### src/rtl/mux2_arbiter.sv
// Two-requester packet-aware round-robin arbiter driving a 2:1 mux select and a
// single-entry registered output stage with valid/ready on every side.
module mux2_arbiter #(
  parameter int unsigned WIDTH    = 32,
  parameter int unsigned PKT_MODE = 1
) (
  input  logic             clk,
  input  logic             rst_n,
  input  logic             in1_valid,
  input  logic [WIDTH-1:0] in1_data,
  input  logic             in1_last,
  output logic             in1_ready,
  input  logic             in2_valid,
  input  logic [WIDTH-1:0] in2_data,
  input  logic             in2_last,
  output logic             in2_ready,
  output logic             out_valid,
  output logic [WIDTH-1:0] out_data,
  output logic             out_last,
  output logic             out_src,
  input  logic             out_ready,
  output logic             sel
);

  typedef enum logic [1:0] {StArb, StLock1, StLock2} state_e;

  state_e             state_q, state_d;
  logic               prio_q, prio_d;
  logic               grant_q, grant;
  logic               out_valid_q, out_valid_d;
  logic [WIDTH-1:0]   out_data_q, out_data_d;
  logic               out_last_q, out_last_d;
  logic               out_src_q, out_src_d;
  logic               free, arb, acc1, acc2, acc, acc_last;

  assign free = !out_valid_q || out_ready;
  assign arb  = (state_q == StArb);

  // With no request in ARB the select keeps pointing at the last grant.
  always_comb begin
    grant = grant_q;
    case (state_q)
      StArb: begin
        if (in1_valid && in2_valid) grant = prio_q;
        else if (in1_valid)         grant = 1'b1;
        else if (in2_valid)         grant = 1'b0;
      end
      StLock1: grant = 1'b1;
      StLock2: grant = 1'b0;
      default: grant = grant_q;
    endcase
  end

  assign sel       = grant;
  assign in1_ready = rst_n && free && grant && (arb ? in1_valid : 1'b1);
  assign in2_ready = rst_n && free && !grant && (arb ? in2_valid : 1'b1);
  assign acc1      = in1_valid && in1_ready;
  assign acc2      = in2_valid && in2_ready;
  assign acc       = acc1 || acc2;
  assign acc_last  = grant ? in1_last : in2_last;

  always_comb begin
    state_d     = state_q;
    prio_d      = prio_q;
    out_valid_d = out_valid_q;
    out_data_d  = out_data_q;
    out_last_d  = out_last_q;
    out_src_d   = out_src_q;
    if (acc) begin
      out_valid_d = 1'b1;
      out_data_d  = grant ? in1_data : in2_data;
      out_last_d  = acc_last;
      out_src_d   = grant;
      if (PKT_MODE != 0) begin
        if (acc_last) begin
          state_d = StArb;
          prio_d  = !grant;
        end else begin
          state_d = grant ? StLock1 : StLock2;
        end
      end else begin
        prio_d = !grant;
      end
    end else if (out_ready) begin
      out_valid_d = 1'b0;
    end
  end

  always_ff @(posedge clk) begin
    if (!rst_n) begin
      state_q     <= StArb;
      prio_q      <= 1'b1;
      grant_q     <= 1'b1;
      out_valid_q <= 1'b0;
      out_data_q  <= '0;
      out_last_q  <= 1'b0;
      out_src_q   <= 1'b0;
    end else begin
      state_q     <= state_d;
      prio_q      <= prio_d;
      grant_q     <= grant;
      out_valid_q <= out_valid_d;
      out_data_q  <= out_data_d;
      out_last_q  <= out_last_d;
      out_src_q   <= out_src_d;
    end
  end

  assign out_valid = out_valid_q;
  assign out_data  = out_data_q;
  assign out_last  = out_last_q;
  assign out_src   = out_src_q;

endmodule

### config.mk
export PLATFORM = sky130hd
export DESIGN_NAME = mux2_arbiter
export DESIGN_NICKNAME = d
export VERILOG_FILES = /design/src/rtl/mux2_arbiter.sv
export SDC_FILE = /design/constraint.sdc
export NUM_CORES = 1
export LEC_CHECK = 0
export ABC_CLOCK_PERIOD_IN_PS = 1650
export BUFFER_PORTS_ARGS = -buffer_cell sky130_fd_sc_hd__clkbuf_2
export CORE_UTILIZATION = 41
export DETAILED_ROUTE_END_ITERATION = 16
export PLACE_DENSITY_LB_ADDON = 0.25
export SYNTH_ARGS = -nofsm -noshare
export SYNTH_HDL_FRONTEND = slang
export SYNTH_SLANG_ARGS = --single-unit
### constraint.sdc
create_clock -name clk -period 1.65 [get_ports clk]
set_clock_uncertainty 0.15 [all_clocks]
set_input_delay 0 -clock clk [delete_from_list [all_inputs] [get_ports clk]]
set_output_delay 0 -clock clk [all_outputs]
set_load 0.02 [all_outputs]
After elaboration in Yosys (flattened, before gate mapping)
Cells that the tools add are included.
{"block": "classes", "eq_ne": 2, "n_mux": 12, "n_reduce_logical": 15}
{"cell": "32-bit two-way mux", "count": 1}
{"cell": "1-bit logical AND", "count": 8}
{"cell": "1-bit two-way mux", "count": 8}
{"cell": "2-bit two-way mux", "count": 2}
{"cell": "1-bit one-hot mux with 3 select lines", "count": 1}
{"cell": "2-bit by 1-bit == test with 1-bit output (second input constant)", "count": 1}
{"cell": "2-bit == test (second input constant)", "count": 1}
{"cell": "1-bit logical NOT", "count": 2}
{"cell": "2-bit logical NOT", "count": 1}
{"cell": "1-bit logical OR", "count": 2}
{"cell": "2-bit AND reduction", "count": 1}
{"cell": "2-bit nonzero test", "count": 1}
{"block": "word_totals", "regBits": 39, "input_bits": 71}

Depth between registers and ports, before layout
{"block": "depth", "ltp_word": 10, "ltp_mapped": 8}

Worst setup path after synthesis
OpenSTA, ideal clock, no wires.
{"block": "synth_path", "path_kind": "register -> output", "startpoint": "register state_q[1]", "endpoint": "output port in2_ready", "t_arrival_ns": 1.583, "setup_slack_ns": -0.083, "stages_incl_launch_ff": 7, "path_buffers": 2, "cell_sequence": "dfxtp_1 > a21boi_0 > a21o_1 > buf_6 > inv_2 > buf_2 > nor3_1"}
{"block": "synth_via", "elab_chain_cells": 5, "elab_cells_between_ends": 8}
{"item": "start: declaration", "line": "27", "rtl": "state_e state_q, state_d;"}
{"item": "start signal: assignment", "line": "91", "rtl": "state_q <= StArb;"}
{"item": "start signal: assignment", "line": "99", "rtl": "state_q <= state_d;"}
{"item": "2-bit == test, or another cell as far along", "line": "42", "rtl": "case (state_q)"}
{"item": "1-bit one-hot mux with 3 select lines (*)", "line": "42"}
{"item": "named net sel", "line": "22", "rtl": "output logic sel"}
{"item": "1-bit logical NOT (*)"}
{"item": "1-bit logical AND (*) (2 in a row)", "line": "56", "rtl": "assign in2_ready = rst_n && free && !grant && (arb ? in2_valid : 1'b1);"}
{"item": "end: declaration", "line": "16", "rtl": "output logic in2_ready,"}
The timed path passes the listed nets; every way through them passes the cells marked *.

Worst setup path in the final report
{"block": "layout_path", "startpoint": "register grant_q", "endpoint": "register out_last_q, in the netlist out_last"}
{"block": "layout_via", "elab_chain_cells": 9, "elab_cells_between_ends": 13}
{"item": "start: declaration", "line": "29", "rtl": "logic grant_q, grant;"}
{"item": "start signal: assignment", "line": "101", "rtl": "grant_q <= grant;"}
{"item": "1-bit two-way mux", "line": "46", "rtl": "else if (in2_valid) grant = 1'b0;"}
{"item": "1-bit two-way mux", "line": "45", "rtl": "else if (in1_valid) grant = 1'b1;"}
{"item": "1-bit two-way mux", "line": "44", "rtl": "if (in1_valid && in2_valid) grant = prio_q;"}
{"item": "1-bit one-hot mux with 3 select lines (*)", "line": "42"}
{"item": "1-bit logical NOT"}
{"item": "1-bit logical AND (2 in a row)", "line": "56"}
{"item": "1-bit logical AND", "line": "58", "rtl": "assign acc2 = in2_valid && in2_ready;"}
{"item": "1-bit logical OR", "line": "59", "rtl": "assign acc = acc1 || acc2;"}
{"item": "end signal: assignment", "line": "104", "rtl": "out_last_q <= out_last_d;"}
{"item": "end: declaration", "line": "32", "rtl": "logic out_last_q, out_last_d;"}
Every way passes the cells marked *; elsewhere a longest branch is shown, timed or not.
A chain may end at the register's enable or synchronous reset.

==> flow_metrics.tcl <==
set metrics [dict create \
    status "finished, violations left" \
    violations_in_the_final_reports "negative setup slack" \
    worst_path_dominant_cell_family "compound AO/OA/AOI/OAI gates" \
    fp.dieArea_um2 5320 \
    dp_slack_ns -0.0826 \
    share_of_layout_cells_above_drive_strength_1_pct 47.1 \
    vias_per_cell 5.43 \
    number_of_cells_on_the_worst_hold_path 4 \
    hold_viol 0 \
    power.ir.vdd_worst_mv 0.419 \
    yosys_register_bits 39 \
    count_of_boundary_i_o_pins 109 \
    number_of_global_route_vias_before_repair 2440 \
    route.detailed.wl_per_inst_um 16.4 \
    critical_path.max_fanout 6 \
    antenna_found_initial 0 \
    edff_count_synth 0 \
    cp_num_buf_inv 2 \
    maxSlewHeadroom_pct 76.6 \
    final_antenna_net_count 0 \
    clock_power_share_pct 21.0 \
    share_of_synthesized_area_occupied_by_flip_flops_and_latches_pct 37.8 \
    port-buffer-count 108 \
    dp_hpwl_um 4050 \
    num_antenna_cells 0 \
    final_cell_area_um2 3580 \
    yosys_warnings 0 \
    post_route_setup_slack_ns -0.0597 \
    max_clock_freq_mhz 585 \
    worst_skew_pair.late_latency_ns 0.29 \
    hp-start "in1_valid" \
    power.static_leakage_nw 1.49 \
    clk_pin_slew_worst_paths_ns 0.07 \
    mappedNetlistArea_um2 2060 \
    number_of_instances_in_the_synthesized_netlist 193 \
    placementRows 25 \
    place_inst 363 \
    rsz0062_at_grt "yes" \
    synthToLayoutAreaGrowth_pct 73.5 \
    effective_utilization_at_floorplan_pct 43.1 \
    switching_share_pct 33.0 \
    setup.worst_path.start_class "flop" \
    regToRegStartpoint "grant_q$_SDFF_PN1_" \
    comb_power_share_pct 39.1 \
    worst_r2r_endpoint "out_last$_SDFFE_PN0P_" \
    max_stage_delay_ns 0.34 \
    worst-endpoint-required_ns 1.73 \
    detail_route.first_pass.iterations 4 \
    cts_max_path_bufs 2 \
    finalNetCount 446 \
    reg2regPathDepth 6 \
    setup.reg_to_reg.worst_slack_ns -0.06 \
    layout.cells.most_common_list "sky130_fd_sc_hd__clkbuf_2, sky130_fd_sc_hd__dlygate4sd3_1, sky130_fd_sc_hd__o211ai_1" \
    route.final.wire_length_um 7250 \
    cts_max_level 2 \
    grt_ovf 0 \
    grt_first_pass_wirelength_um 11200 \
    grt_usage_pct 27.7 \
    postSynth.asyncResetShare_pct 0 \
    route.vias.total 2393 \
    maxCapViolCount 0 \
    place_congestion 0.843 \
    drtIter0Drc 129 \
    crit_path_top_delay_cell "sky130_fd_sc_hd__mux2i_4" \
    crit_type "flop to flop" \
    postSynthAreaPerCell_um2 10.7 \
    critPathArrivalTime_ns 1.79 \
    layout.cells.most_common "sky130_fd_sc_hd__clkbuf_2" \
    die_h_um 72.9 \
    measured_slew_at_the_worst_slew_check_pin_ns 0.349 \
    worst_setup_path_end_kind "flop" \
    tritoncts_clock_tree "done" \
    cts.sinks 39 \
    mappedNetlistNets 264 \
    power_density_nw_per_um2 794 \
    final_cells 441 \
    maximum_number_of_pins_on_one_net_before_global_route_repair 38 \
    cts_made_buffers 5 \
    hold_end "state_q[0]$_SDFFE_PN0P_" \
    root_buffer "sky130_fd_sc_hd__clkbuf_8" \
    seqPwrFrac_pct 39.9 \
    placed_area_um2 2710 \
    yosys.cell_types.count 27 \
    cp_cell_sequence "o21bai_1 -> a21o_2 -> buf_6 -> mux2i_4 -> buf_6 -> o2111a_1" \
    netSwitchingPower_mw 0.938 \
    crit_path_launch "grant_q$_SDFF_PN1_" \
    remaining_drc_errors 0 \
    die-width_um 72.9 \
    internal-power_mw 1.90 \
    yosys_most_used_dff "sky130_fd_sc_hd__dfxtp_1" \
    coreArea_um2 4790 \
    report.final.setup_viol 27 \
    max_slew_vio_count 0 \
    holdCritPathClass "input port to flop" \
    finalCritPeriodShare_pct 104 \
    critical_path.most_common_cell "sky130_fd_sc_hd__buf_6" \
    postLayoutCoreUtil_pct 74.8 \
    period_needed_ns 1.71 \
]
==> Yosys cell counts (2+ instances only) <==
library cell | n | area share (%)
sky130_fd_sc_hd__o211ai_1 | 64 | 23
sky130_fd_sc_hd__dfxtp_1 | 39 | 38
sky130_fd_sc_hd__a2bb2oi_2 | 27 | 20
sky130_fd_sc_hd__clkbuf_1 | 14 | 2.5
sky130_fd_sc_hd__buf_6 | 6 | 3.3
sky130_fd_sc_hd__a2bb2oi_1 | 5 | 2.1
sky130_fd_sc_hd__nand2_1 | 5 | 0.91
sky130_fd_sc_hd__buf_2 | 4 | 0.97
sky130_fd_sc_hd__nor3_1 | 4 | 0.97
sky130_fd_sc_hd__nand3_1 | 3 | 0.73
sky130_fd_sc_hd__o21ai_0 | 3 | 0.73
sky130_fd_sc_hd__a21boi_0 | 2 | 0.73
sky130_fd_sc_hd__a21o_1 | 2 | 0.73
sky130_fd_sc_hd__or3_1 | 2 | 0.61
==> cell type report <==
| cell class | instances | area [µm²] |
|---|---|---|
| repair buffers | 200 | 1460 |
| well taps | 67 | 83.8 |
| fillers | 338 | 1210 |
| multi-input cells | 127 | 1170 |
| flip-flops and latches | 39 | 785 |
| clock buffers | 6 | 72.6 |
| inverters | 2 | 10.0 |
==> tightest hold or removal path, delay by kind of cell <==
kind            cells  cell delay [ns]
simple gates        2             0.29
buf+inv             1             0.14
compound gates      1             0.07
==> how the worst max path moves through the flow <==
stage / end / slack [ns] / cells after the start
finish: out_last$_SDFFE_PN0P_ / -0.06 / 6
global route: out_last$_SDFFE_PN0P_ / -0.12 / 6
floorplan: state_q[0]$_SDFFE_PN0P_ / 0.02 / 5
detailed placement: out_data[9]$_SDFFE_PN0P_ / -0.08 / 5
global placement: state_q[1]$_SDFFE_PN0P_ / 0.02 / 5
CTS: out_data[12]$_SDFFE_PN0P_ / -0.07 / 7
==> sequential cells by signal, summed over array words and instances, names as in the netlist <==
register,count
out_data,32
out_valid,1
state_q,2
prio_q,1
out_src,1
out_last,1
grant_q,1
==> cells by family after synthesis <==
logic type / after synthesis / share of synthesized area, %
compound gates: 108 / 49.1
flops: 39 / 37.8
buf+inv: 27 / 7.52
simple gates: 18 / 4.43
mux: 1 / 1.09
==> power groups by stage <==
| stage | registers, mW | logic, mW | clock network (mW) |
|---|---|---|---|
| after floorplan | 1.27 | 0.493 | 0 |
| after global placement | 1.14 | 0.900 | 0 |
| after detailed placement | 1.15 | 0.904 | 0 |
| after CTS | 1.13 | 1.09 | 0.607 |
| after global routing | 1.14 | 1.18 | 0.636 |
| final | 1.13 | 1.11 | 0.597 |
==> per-layer routing <==
metal	global-route usage [%]	routed length (µm)
met5	0	0
met4	12.4	149
met3	4.56	368
met2	52.4	3910
met1	29.9	2820
==> what timing repair did <==
action,in CTS,in global routing
setup endpoints to repair,40,39
endpoints found under the hold margin,39,0
hold buffers,69,0
cloned,1,0
pin swaps,2,2
gates resized for setup,13,12
setup buffers,3,0
==> metrics by stage <==
step	hold slack, ns	power (mW)	TNS (ns)
after floorplan	0.0200	1.76	0
after global placement	0.120	2.04	0
after detailed placement	0.119	2.05	-1.61
after CTS	0.0494	2.82	-0.955
after global routing	0.154	2.96	-2.96
final	0.121	2.84	-0.432
No activity file was read; power rests on OpenSTA's default activity.
